## src/rtl/gpio_defs.sv

```systemverilog
// Shared register-map definitions for the iomem GPIO block.
// Word offsets within the 32-byte register window, plus a byte-strobe expander.
package gpio_defs;

  localparam int GPIO_OFS_W = 3;
  typedef logic [GPIO_OFS_W-1:0] gpio_ofs_t;

  localparam gpio_ofs_t GPIO_OUT    = 3'd0;
  localparam gpio_ofs_t GPIO_OE     = 3'd1;
  localparam gpio_ofs_t GPIO_IN     = 3'd2;
  localparam gpio_ofs_t GPIO_RISE   = 3'd3;
  localparam gpio_ofs_t GPIO_FALL   = 3'd4;
  localparam gpio_ofs_t GPIO_STATUS = 3'd5;
  localparam gpio_ofs_t GPIO_SET    = 3'd6;
  localparam gpio_ofs_t GPIO_CLR    = 3'd7;

  function automatic logic [31:0] strb_mask(input logic [3:0] wstrb);
    return {{8{wstrb[3]}}, {8{wstrb[2]}}, {8{wstrb[1]}}, {8{wstrb[0]}}};
  endfunction

endpackage

```

## src/rtl/gpio_sync_edge.sv

```systemverilog
// Input synchroniser chain followed by a one-cycle delay flop for edge detection.
// s is the last sync stage; rise/fall compare it against the previous cycle.
module gpio_sync_edge #(
  parameter int WIDTH       = 8,
  parameter int SYNC_STAGES = 2
) (
  input  logic             clk,
  input  logic             resetn,
  input  logic [WIDTH-1:0] gpio_in,
  output logic [WIDTH-1:0] s,
  output logic [WIDTH-1:0] rise,
  output logic [WIDTH-1:0] fall
);

  logic [WIDTH-1:0] sync_q [SYNC_STAGES];
  logic [WIDTH-1:0] prev;

  always_ff @(posedge clk or negedge resetn) begin
    if (!resetn) begin
      for (int i = 0; i < SYNC_STAGES; i++) sync_q[i] <= '0;
      prev <= '0;
    end else begin
      sync_q[0] <= gpio_in;
      for (int i = 1; i < SYNC_STAGES; i++) sync_q[i] <= sync_q[i-1];
      prev <= sync_q[SYNC_STAGES-1];
    end
  end

  assign s    = sync_q[SYNC_STAGES-1];
  assign rise = s & ~prev;
  assign fall = ~s & prev;

endmodule

```

## src/rtl/iomem_gpio.sv

```systemverilog
// GPIO peripheral on the PicoSoC iomem bus: OUT/OE registers, synchronised inputs,
// atomic SET/CLR, and edge interrupts latched into a W1C STATUS register.
module iomem_gpio
  import gpio_defs::*;
#(
  parameter int         WIDTH       = 8,
  parameter logic [7:0] BASE_ADDR   = 8'h03,
  parameter int         SYNC_STAGES = 2
) (
  input  logic             clk,
  input  logic             resetn,
  input  logic             iomem_valid,
  output logic             iomem_ready,
  input  logic [3:0]       iomem_wstrb,
  input  logic [31:0]      iomem_addr,
  input  logic [31:0]      iomem_wdata,
  output logic [31:0]      iomem_rdata,
  input  logic [WIDTH-1:0] gpio_in,
  output logic [WIDTH-1:0] gpio_out,
  output logic [WIDTH-1:0] gpio_oe,
  output logic             irq
);

  logic [WIDTH-1:0] out_q, oe_q, rise_q, fall_q, status_q;
  logic [WIDTH-1:0] s, rise, fall, evt, w1c, wbits, wkeep;
  logic             hit, wr;
  gpio_ofs_t        ofs;
  logic [31:0]      bmask, rd_val;

  gpio_sync_edge #(.WIDTH(WIDTH), .SYNC_STAGES(SYNC_STAGES)) u_sync_edge (
    .clk     (clk),
    .resetn  (resetn),
    .gpio_in (gpio_in),
    .s       (s),
    .rise    (rise),
    .fall    (fall)
  );

  // Blocking on iomem_ready keeps a held valid from being acked twice in a row.
  assign hit   = iomem_valid && !iomem_ready && (iomem_addr[31:24] == BASE_ADDR);
  assign wr    = hit && (iomem_wstrb != 4'b0000);
  assign ofs   = iomem_addr[2 +: GPIO_OFS_W];
  assign bmask = strb_mask(iomem_wstrb);
  assign wbits = iomem_wdata[WIDTH-1:0] & bmask[WIDTH-1:0];
  assign wkeep = ~bmask[WIDTH-1:0];
  assign w1c   = (wr && ofs == GPIO_STATUS) ? wbits : '0;
  assign evt   = (rise & rise_q) | (fall & fall_q);

  always_comb begin
    rd_val = '0;
    case (ofs)
      GPIO_OUT:    rd_val[WIDTH-1:0] = out_q;
      GPIO_OE:     rd_val[WIDTH-1:0] = oe_q;
      GPIO_IN:     rd_val[WIDTH-1:0] = s;
      GPIO_RISE:   rd_val[WIDTH-1:0] = rise_q;
      GPIO_FALL:   rd_val[WIDTH-1:0] = fall_q;
      GPIO_STATUS: rd_val[WIDTH-1:0] = status_q;
      default:     rd_val = '0;
    endcase
  end

  always_ff @(posedge clk or negedge resetn) begin
    if (!resetn) begin
      iomem_ready <= 1'b0;
      iomem_rdata <= '0;
      out_q       <= '0;
      oe_q        <= '0;
      rise_q      <= '0;
      fall_q      <= '0;
      status_q    <= '0;
    end else begin
      iomem_ready <= hit;
      if (hit) iomem_rdata <= rd_val;
      // A new event outranks a same-cycle clear so no edge is ever lost.
      status_q <= (status_q & ~w1c) | evt;
      if (wr) begin
        case (ofs)
          GPIO_OUT:  out_q  <= (out_q & wkeep) | wbits;
          GPIO_OE:   oe_q   <= (oe_q & wkeep) | wbits;
          GPIO_RISE: rise_q <= (rise_q & wkeep) | wbits;
          GPIO_FALL: fall_q <= (fall_q & wkeep) | wbits;
          GPIO_SET:  out_q  <= out_q | wbits;
          GPIO_CLR:  out_q  <= out_q & ~wbits;
          default:   ;
        endcase
      end
    end
  end

  assign gpio_out = out_q;
  assign gpio_oe  = oe_q;
  assign irq      = |status_q;

  logic unused_ok;
  assign unused_ok = ^{iomem_addr[23:5], iomem_addr[1:0], iomem_wdata, bmask};

endmodule

```

## config.mk

```make
export PLATFORM = sky130hd
export DESIGN_NAME = iomem_gpio
export DESIGN_NICKNAME = d
export VERILOG_FILES = /design/src/rtl/gpio_defs.sv /design/src/rtl/gpio_sync_edge.sv /design/src/rtl/iomem_gpio.sv
export SDC_FILE = /design/constraint.sdc
export NUM_CORES = 1
export LEC_CHECK = 0
export CAP_MARGIN = 20
export CORE_MARGIN = 3
export CORE_UTILIZATION = 41
export CTS_BUF_LIST = sky130_fd_sc_hd__clkbuf_8
export DETAILED_ROUTE_END_ITERATION = 8
export GPL_TIMING_DRIVEN = 0
export PLACE_DENSITY_LB_ADDON = 0.1
export SETUP_SLACK_MARGIN = 0.05
export SLEW_MARGIN = 20
export SYNTH_ARGS = -nofsm -noshare
export SYNTH_HDL_FRONTEND = slang
export SYNTH_SLANG_ARGS = --single-unit
```

## constraint.sdc

```tcl
create_clock -name clk -period 1.88 [get_ports clk]
set_clock_uncertainty 0.15 [all_clocks]
set_input_delay 0.188 -clock clk [delete_from_list [all_inputs] [get_ports clk]]
set_output_delay 0.188 -clock clk [all_outputs]
set_load 0.05 [all_outputs]
```

Word level (Yosys, flattened, before mapping)
Index checks and enable logic that the tools add are counted.
{ "classes": {"n_mul": 0, "muxes": 3, "n_div": 0, "shifts": 0, "bitwise": 23, "n_reduce_logical": 13, "addsub": 0, "eq_ne": 8, "order_cmp": 0} }
{ "op_table": {"columns": ["op", "count"], "rows": [
  ["$and A8 B8 Y8", 11],
  ["$or A8 B8 Y8", 7],
  ["$pmux W8 S6", 1],
  ["$not A8 Y8", 5],
  ["$pmux W8 S3", 1],
  ["$eq A3 B3 Y1 const B", 4],
  ["$eq A8 B2 Y1 const B", 1],
  ["$mux W8", 1],
  ["$reduce_and A2 Y1", 4],
  ["$reduce_or A8 Y1", 1],
  ["$eq A3 B2 Y1 const B", 2],
  ["$logic_and A1 B1 Y1", 4],
  ["$reduce_bool A4 Y1", 1],
  ["$eq A3 B1 Y1 const B", 1],
  ["$logic_not A3 Y1", 1],
  ["$reduce_bool A3 Y1", 1],
  ["$logic_not A1 Y1", 1]
]} }
{ "word_totals": {"inputBits": 79, "latch_bits": 0, "regBits": 73, "mem_count": 0, "ramBits": 0, "mem_bits_ro": 0, "wordCells": 57} }

Longest topological paths before layout
Gate-level depths: netlist of run 1.
{ "depth": {"word_depth": 9, "mapped_depth": 6, "mapped_depth_nobuf": 4} }

Hierarchy
A second synthesis of run 1 with hierarchy kept.
{ "hier_totals": {"cells_unflattened": 294, "hier_area_um2": 3500.9} }
{ "modules_own_cells": {"columns": ["module", "cells_each", "area_each_um2", "instances"], "rows": [
  ["iomem_gpio", 246, 2700.1, 1],
  ["gpio_sync_edge", 48, 800.8, 1]
]} }

Worst setup path before layout of run 1
OpenSTA, ideal clock, no wires.
{ "synth_path": {"kind": "register -> register", "from": "reg iomem_ready", "to": "reg (tool-made name)", "period_less_slack_ps": 2047, "arrival_time_ps": 1772, "stages_incl_launch_ff": 6, "setup_time_ps": 125, "path_buffers": 1, "required_ps": 1605, "slack_ps": -167, "path_cell_list": "dfrtp_1 -> and4b_1 -> and3_1 -> and3_1 -> buf_2 -> mux2_2"} }
{ "synth_lines": {"columns": ["item", "line", "source"], "rows": [
  ["start, declared", "iomem_gpio.sv:13", "output logic iomem_ready,"],
  ["start signal, assigned", "iomem_gpio.sv:72", "iomem_ready <= hit;"]
]} }

==> impl_metrics.tcl, run 1 <==
set metrics [dict create \
    synth-simple-area-share_pct 11.2 \
    rows 32 \
    vias 2502 \
    met1_usage_pct 25.4 \
    hold_viol_final 0 \
    setup-violations-final 12 \
    die_y_um 97.0 \
    r2r_slack_ps -40 \
    ys_ff_latch 73 \
    grt_use_total_pct 18.5 \
    ir_drop_uv 608 \
    gp_congestion 0.789 \
    critPathLaunchType "flop" \
    drt_iter0_drc 116 \
    worstHoldStart "gpio_in[1]" \
    dieArea_um2 9400 \
    reg2reg_depth 5 \
    yosysWarnings 0 \
    status "finished with violations" \
    drt_drc_violations_left 0 \
    synth.cell_area_um2 3390 \
    synthCells 275 \
    cts_inserted_buffers 9 \
    layout_setup_ws_ps -43.3 \
    worst_skew_pair.late_latency_ps 350 \
    grt_max_degree 43 \
    grt_pass1_vias 2500 \
    fin_hold_ws_ps 112 \
    met3_usage_pct 5.84 \
    crit_path_start "iomem_ready$_DFF_PN0_" \
    synth_compound_area_share_pct 12.4 \
    min_period_ps 1920 \
    synth_cell_types 37 \
    cp_cell_sequence "and4b_2 -> and3_4 -> buf_6 -> nand4b_4 -> mux2_4" \
    syn_area_per_cell_um2 12.3 \
    via_per_inst 5.16 \
    seq_area_frac_synth_pct 53.8 \
    antenna_cells 0 \
    slowest_delay_ps 400 \
    start_util_pct 43.0 \
    synth_xor_area_share_pct 0 \
    cts-root-buf "clkbuf_8" \
    htreeDepth 3 \
    hold_depth 1 \
    globalRouteMet2Util_pct 28.8 \
    final_util_pct 58.2 \
    synth.area.mux_share_pct 14.7 \
    clk_pin_slew_ps 80 \
    cp_max_fo 8 \
    finalMaxSlewViolations 0 \
    antenna_found_initial 0 \
    post-route-period-util_pct 102 \
    cts.sinks 73 \
    drive_gt1_share_pct 31.6 \
    cts_tree "done" \
    synth_top_family_by_area "multiplexers" \
    worst-setup-path-type "flop to flop" \
    clock_path_buffers 2 \
    layout.nets 457 \
    failed_checks "setup timing" \
    end_kind "flop" \
    worst_ep_arrival_time_ps 2020 \
    core_um2 7890 \
    power_density_nw_per_um2 767 \
    slowest_stage "dfrtp_2" \
    wl_mm 8.47 \
    fp.dieW_um 97.0 \
    worstPathRequired_ps 1970 \
    r2r-start "iomem_ready$_DFF_PN0_" \
    timing.fmax_mhz 520 \
    ios 129 \
    drtPass1Iterations 4 \
    busiest_layer "met2" \
    ant_nets 0 \
    hold_class "input port to flop" \
    setup_tns_ps -210 \
    dp_hpwl_mm 5.67 \
    syn2layout_area_growth_pct 35.4 \
    grt_pass1_wl_mm 13.6 \
    io_buffers 56 \
    slew_headroom_pct 48.8 \
    synth_fa_ha_area_share_pct 0 \
    maxCapViolations 0 \
    wl_per_cell_um 17.5 \
    tightest_slew_ps 768 \
    p_leak_nw 2.19 \
    rsz0062_at_grt "true" \
    grt-ovfl-total 0 \
]
[metrics by stage]
step	instance area (um2)	std cells	total power, mW	setup WS (ps)
global placement	4200	456	2.16	-2420
detailed placement	4220	457	2.16	-541
CTS	4570	484	3.55	-36.3
global route	4590	485	3.66	-81.8
floorplan	3510	298	1.98	-57.8
finish	4590	485	3.52	-43.3
[critical path, delay by kind of cell (launching register included)]
kind	cells	cell delay (ps)
buf+inv	1	130
flops	1	400
mux	1	390
simple gates	3	760
[where the power goes]
group          leakage, nW  internal (mW)  switching, mW
Clock                0.108          0.760          0.632
Combinational         1.17          0.173          0.316
Sequential           0.918           1.61         0.0266
[layer usage]
layer / wire length, um / share of wire, % / vias up
met2: 3920 / 46 / 83
met4: 85 / 1.0 / 0
met3: 547 / 6.5 / 8
met1: 3920 / 46 / 1247
met5: 0 / 0 / -
li1: - / - / 1164
[logic make-up after synthesis]
kind of cell,Yosys count
DFF,73
AOI/OAI and AO/OA,64
other,1
muxes,40
buffers and inverters,39
and+or+nand+nor,58
[layout by cell type (no fill, tap or decap), types with 9 or more instances in the layout]
master           count
a21oi_1             19
buf_4               33
clkbuf_8             9
clkdlybuf4s50_1     28
conb_1              24
dfrtp_1             72
dlygate4sd2_1       26
mux2_2              19
mux2_4              15
nand2_1             19
nand3b_1            12
nor2_1               9
o21ai_0             12
[path summary, 6_finish.rpt]
| path | to |
|---|---|
| worst max-delay path | flop |
| worst min-delay path | u_sync_edge.sync_q[9]$_DFF_PN0_ |
| worst max register to register | flop |
| worst min register to register | u_sync_edge.s[0]$_DFF_PN0_ |
| max in group asynchronous | iomem_ready$_DFF_PN0_ |
| min in group asynchronous | async pin |
[cell usage after synthesis (all sizes together)]
cell    instances  area share (%)
nand2          19             2.1
and2            1            0.18
nor4            3             1.0
nor2            9             1.0
a222oi          2            0.59
a21oi          19             2.8
and3            2            0.37
a21boi          1            0.22
nor2b           1            0.18
clkbuf          4            0.48
nand4b          1            0.70
nor3b           2            0.44
and4b           1            0.29
or4             2            0.44
inv             2            0.22
a22oi           4            0.88
o211ai          8             1.8
conb            1            0.11
mux4            4             2.7
mux2           34              12
mux2i           2            0.59
nand3b         12             2.7
nor3            1            0.15
nand4           3             1.4
o22a            2            0.52
o21ai          20             3.8
o31ai           8             1.8
and3b           1            0.26
dfrtp          73              54
buf            33             7.0
[repair_timing]
action | in CTS | in global routing
buffers inserted | 10 | 1
hold buffers | 1 | 0
pin swaps | 2 | 1
hold endpoints to repair | 33 | 0
resized for setup | 51 | 5
setup endpoints to repair | 65 | 42
[cell type report]
type,count,area (um2)
Tap cell,102,128
Buffer,37,275
Multi-Input combinational cell,186,1480
Clock inverter,7,104
Inverter,2,7.51
Sequential cell,73,1830
Fill cell,692,3290
Clock buffer,9,124
Timing Repair Buffer,69,651
Power figures use the tool's default switching activity.
==> inputs of run 2 (changes only) <==
--- a/config.mk
+++ b/config.mk
@@ -11,9 +11,11 @@
 export CTS_BUF_LIST = sky130_fd_sc_hd__clkbuf_8
 export DETAILED_ROUTE_END_ITERATION = 8
 export GPL_TIMING_DRIVEN = 0
+export MAX_ROUTING_LAYER = met4
 export PLACE_DENSITY_LB_ADDON = 0.1
 export SETUP_SLACK_MARGIN = 0.05
 export SLEW_MARGIN = 20
 export SYNTH_ARGS = -nofsm -noshare
 export SYNTH_HDL_FRONTEND = slang
 export SYNTH_SLANG_ARGS = --single-unit
+export TNS_END_PERCENT = 50
==> run 2 against run 1 <==
  * The flow still finishes with violations (setup timing)
  * Sequential power about the same
  * Worst setup slack better by 7.6 ps
  * Critical path depth grew 2
  * Wire length grew 0.35%
  * First-iteration DRC count up 4.3%
  * Combinational power hardly changed
  * Fmax grew 0.40%
  * Non-clock buffer count shrank 2
  * Die area is the same
  * Worst hold slack gained 4.6 ps
  * Sequential share of layout area rose by 0.65 points
  * Global-route usage grew 0.81 points
  * Highest routed layer unchanged
==> impl_metrics.tcl, run 2 (same netlist as run 1, synthesis figures left out) <==
set metrics [dict create \
    layout_setup_ws_ps -35.7 \
    drt_iter0_drc 121 \
    worst_ep_arrival_time_ps 2000 \
    worstPathRequired_ps 1970 \
    cts_inserted_buffers 9 \
    clock_path_buffers 2 \
    start_util_pct 43.0 \
    setup-violations-final 14 \
    wl_per_cell_um 17.6 \
    critPathLaunchType "input port" \
    fillerInstances 703 \
    slowest_stage "clkdlybuf4s50_1" \
    path_buf_inv 3 \
    status "finished with violations" \
    grt-ovfl-total 0 \
    worst-setup-path-type "input port to flop" \
    core_um2 7890 \
    via_per_inst 5.22 \
    die_y_um 97.0 \
    syn2layout_area_growth_pct 33.2 \
    layout.nets 455 \
    drt_drc_violations_left 0 \
    post-route-period-util_pct 102 \
    cts-root-buf "clkbuf_8" \
    rows 32 \
    ir_drop_uv 544 \
    min_period_ps 1920 \
    antenna_cells 0 \
    grt_pass1_wl_mm 13.8 \
    grt_max_degree 43 \
    cp_top_family "simple AND/OR/NAND/NOR gates" \
    p_leak_nw 2.14 \
    vias 2523 \
    worst_skew_pair.late_latency_ps 350 \
    cts_tree "done" \
    wl_mm 8.50 \
    hold_class "input port to flop" \
    tightest_slew_ps 865 \
    finalMaxSlewViolations 0 \
    end_kind "flop" \
    ios 129 \
    dp_hpwl_mm 5.69 \
    critPathMostFrequentCell "buf_6" \
    antenna_found_initial 0 \
    fp.dieW_um 97.0 \
    htreeDepth 3 \
    hold_viol_final 0 \
    cts.sinks 73 \
    fin_hold_ws_ps 117 \
    rsz0062_at_grt "true" \
    power_density_nw_per_um2 718 \
    drive_gt1_share_pct 31.5 \
    cp_cell_sequence "clkdlybuf4s50_1 -> nor4_4 -> and3_4 -> buf_6 -> nand4_4 -> buf_6 -> mux2_4" \
    drtPass1Iterations 4 \
    grt_use_total_pct 19.4 \
    layout_common_cells "dfrtp_1 (72), buf_4 (31), clkdlybuf4s50_1 (29)" \
    timing.fmax_mhz 522 \
    setup_tns_ps -312 \
    slowest_delay_ps 440 \
    slew_headroom_pct 42.3 \
    grt_pass1_vias 2582 \
    dieArea_um2 9400 \
    ant_nets 0 \
    gp_congestion 0.819 \
    maxCapViolations 0 \
    cp_max_fo 4 \
    io_buffers 56 \
    failed_checks "setup timing" \
    clk_pin_slew_ps 90 \
    final_common_cell "dfrtp_1" \
]
==> run 2: cell types whose count changed in the layout (fill, tap and decap cells not counted), sizes merged <==
| cell | change |
|---|---|
| dlygate4sd2 | -1 |
| bufinv | -2 |
| clkdlybuf4s50 | +1 |
| clkinv | +1 |
| buf | -2 |
| inv | +1 |
==> run 2: through the flow <==
stage / power [mW] / cells / utilization, % / setup WS [ps] / area [um2]
2_1_floorplan: 1.98 / 298 / - / -57.8 / 3510
3_3_place_gp: 2.16 / 456 / 53.2 / -2370 / 4200
3_5_place_dp: 2.16 / 457 / 53.4 / -524 / 4220
4_1_cts: 3.27 / 481 / 56.9 / -100 / 4490
5_1_grt: 3.40 / 483 / 57.3 / -73.3 / 4520
6_report: 3.25 / 483 / 57.3 / -35.7 / 4520
==> run 2: final cells by class <==
class / count / area, um2 / area share [%]
Clock buffer: 9 / 124 / 2.74
Tap cell: 102 / 128 / 2.82
Inverter: 2 / 7.51 / 0.166
Sequential cell: 73 / 1830 / 40.4
Clock inverter: 7 / 55.1 / 1.22
Buffer: 37 / 280 / 6.20
Multi-Input combinational cell: 186 / 1470 / 32.4
Timing Repair Buffer: 67 / 631 / 14.0
==> run 2: what timing repair did <==
| action | in CTS | in global routing |
|---|---|---|
| resized for setup | 44 | 6 |
| setup buffers | 7 | 2 |
| setup endpoints to repair | 70 | 39 |
| hold endpoints to repair | 31 | 0 |
| pin swaps | 1 | 0 |
| hold buffers | 1 | 0 |
==> run 2: per-layer routing <==
metal / global-route usage, % / vias up / wire length, um
met4: 5.18 / 0 / 123
met1: 25.0 / 1243 / 3700
met2: 29.1 / 107 / 4120
met3: 6.78 / 9 / 560
met5: - / - / 0
li1: - / 1164 / -
==> run 2: final timing paths <==
check | startpoint | endpoint | slack, ps | cells past startpoint
min in group asynchronous | resetn | async pin | 180 | 2
worst max-delay path | iomem_addr[29] | flop | -40 | 7
worst max register to register | iomem_ready$_DFF_PN0_ | flop | -10 | 6
worst min register to register | u_sync_edge.sync_q[8]$_DFF_PN0_ | u_sync_edge.s[0]$_DFF_PN0_ | 200 | 0
max in group asynchronous | resetn | status_q[6]$_DFF_PN0_ | 840 | 3
worst min-delay path | gpio_in[1] | u_sync_edge.sync_q[9]$_DFF_PN0_ | 120 | 1
==> run 2: worst reg2reg max path, stage by stage, from the launching register on <==
cell and delay [ps]:
dfrtp_2 400, and4b_2 310, and3_4 200, buf_6 130
nand4_4 130, buf_6 180, mux2_4 290
==> run 2: report_power, final <==
group | internal (mW) | switching, mW
Combinational | 0.173 | 0.317
Clock | 0.489 | 0.626
Sequential | 1.61 | 0.0263
Total | 2.28 | 0.970
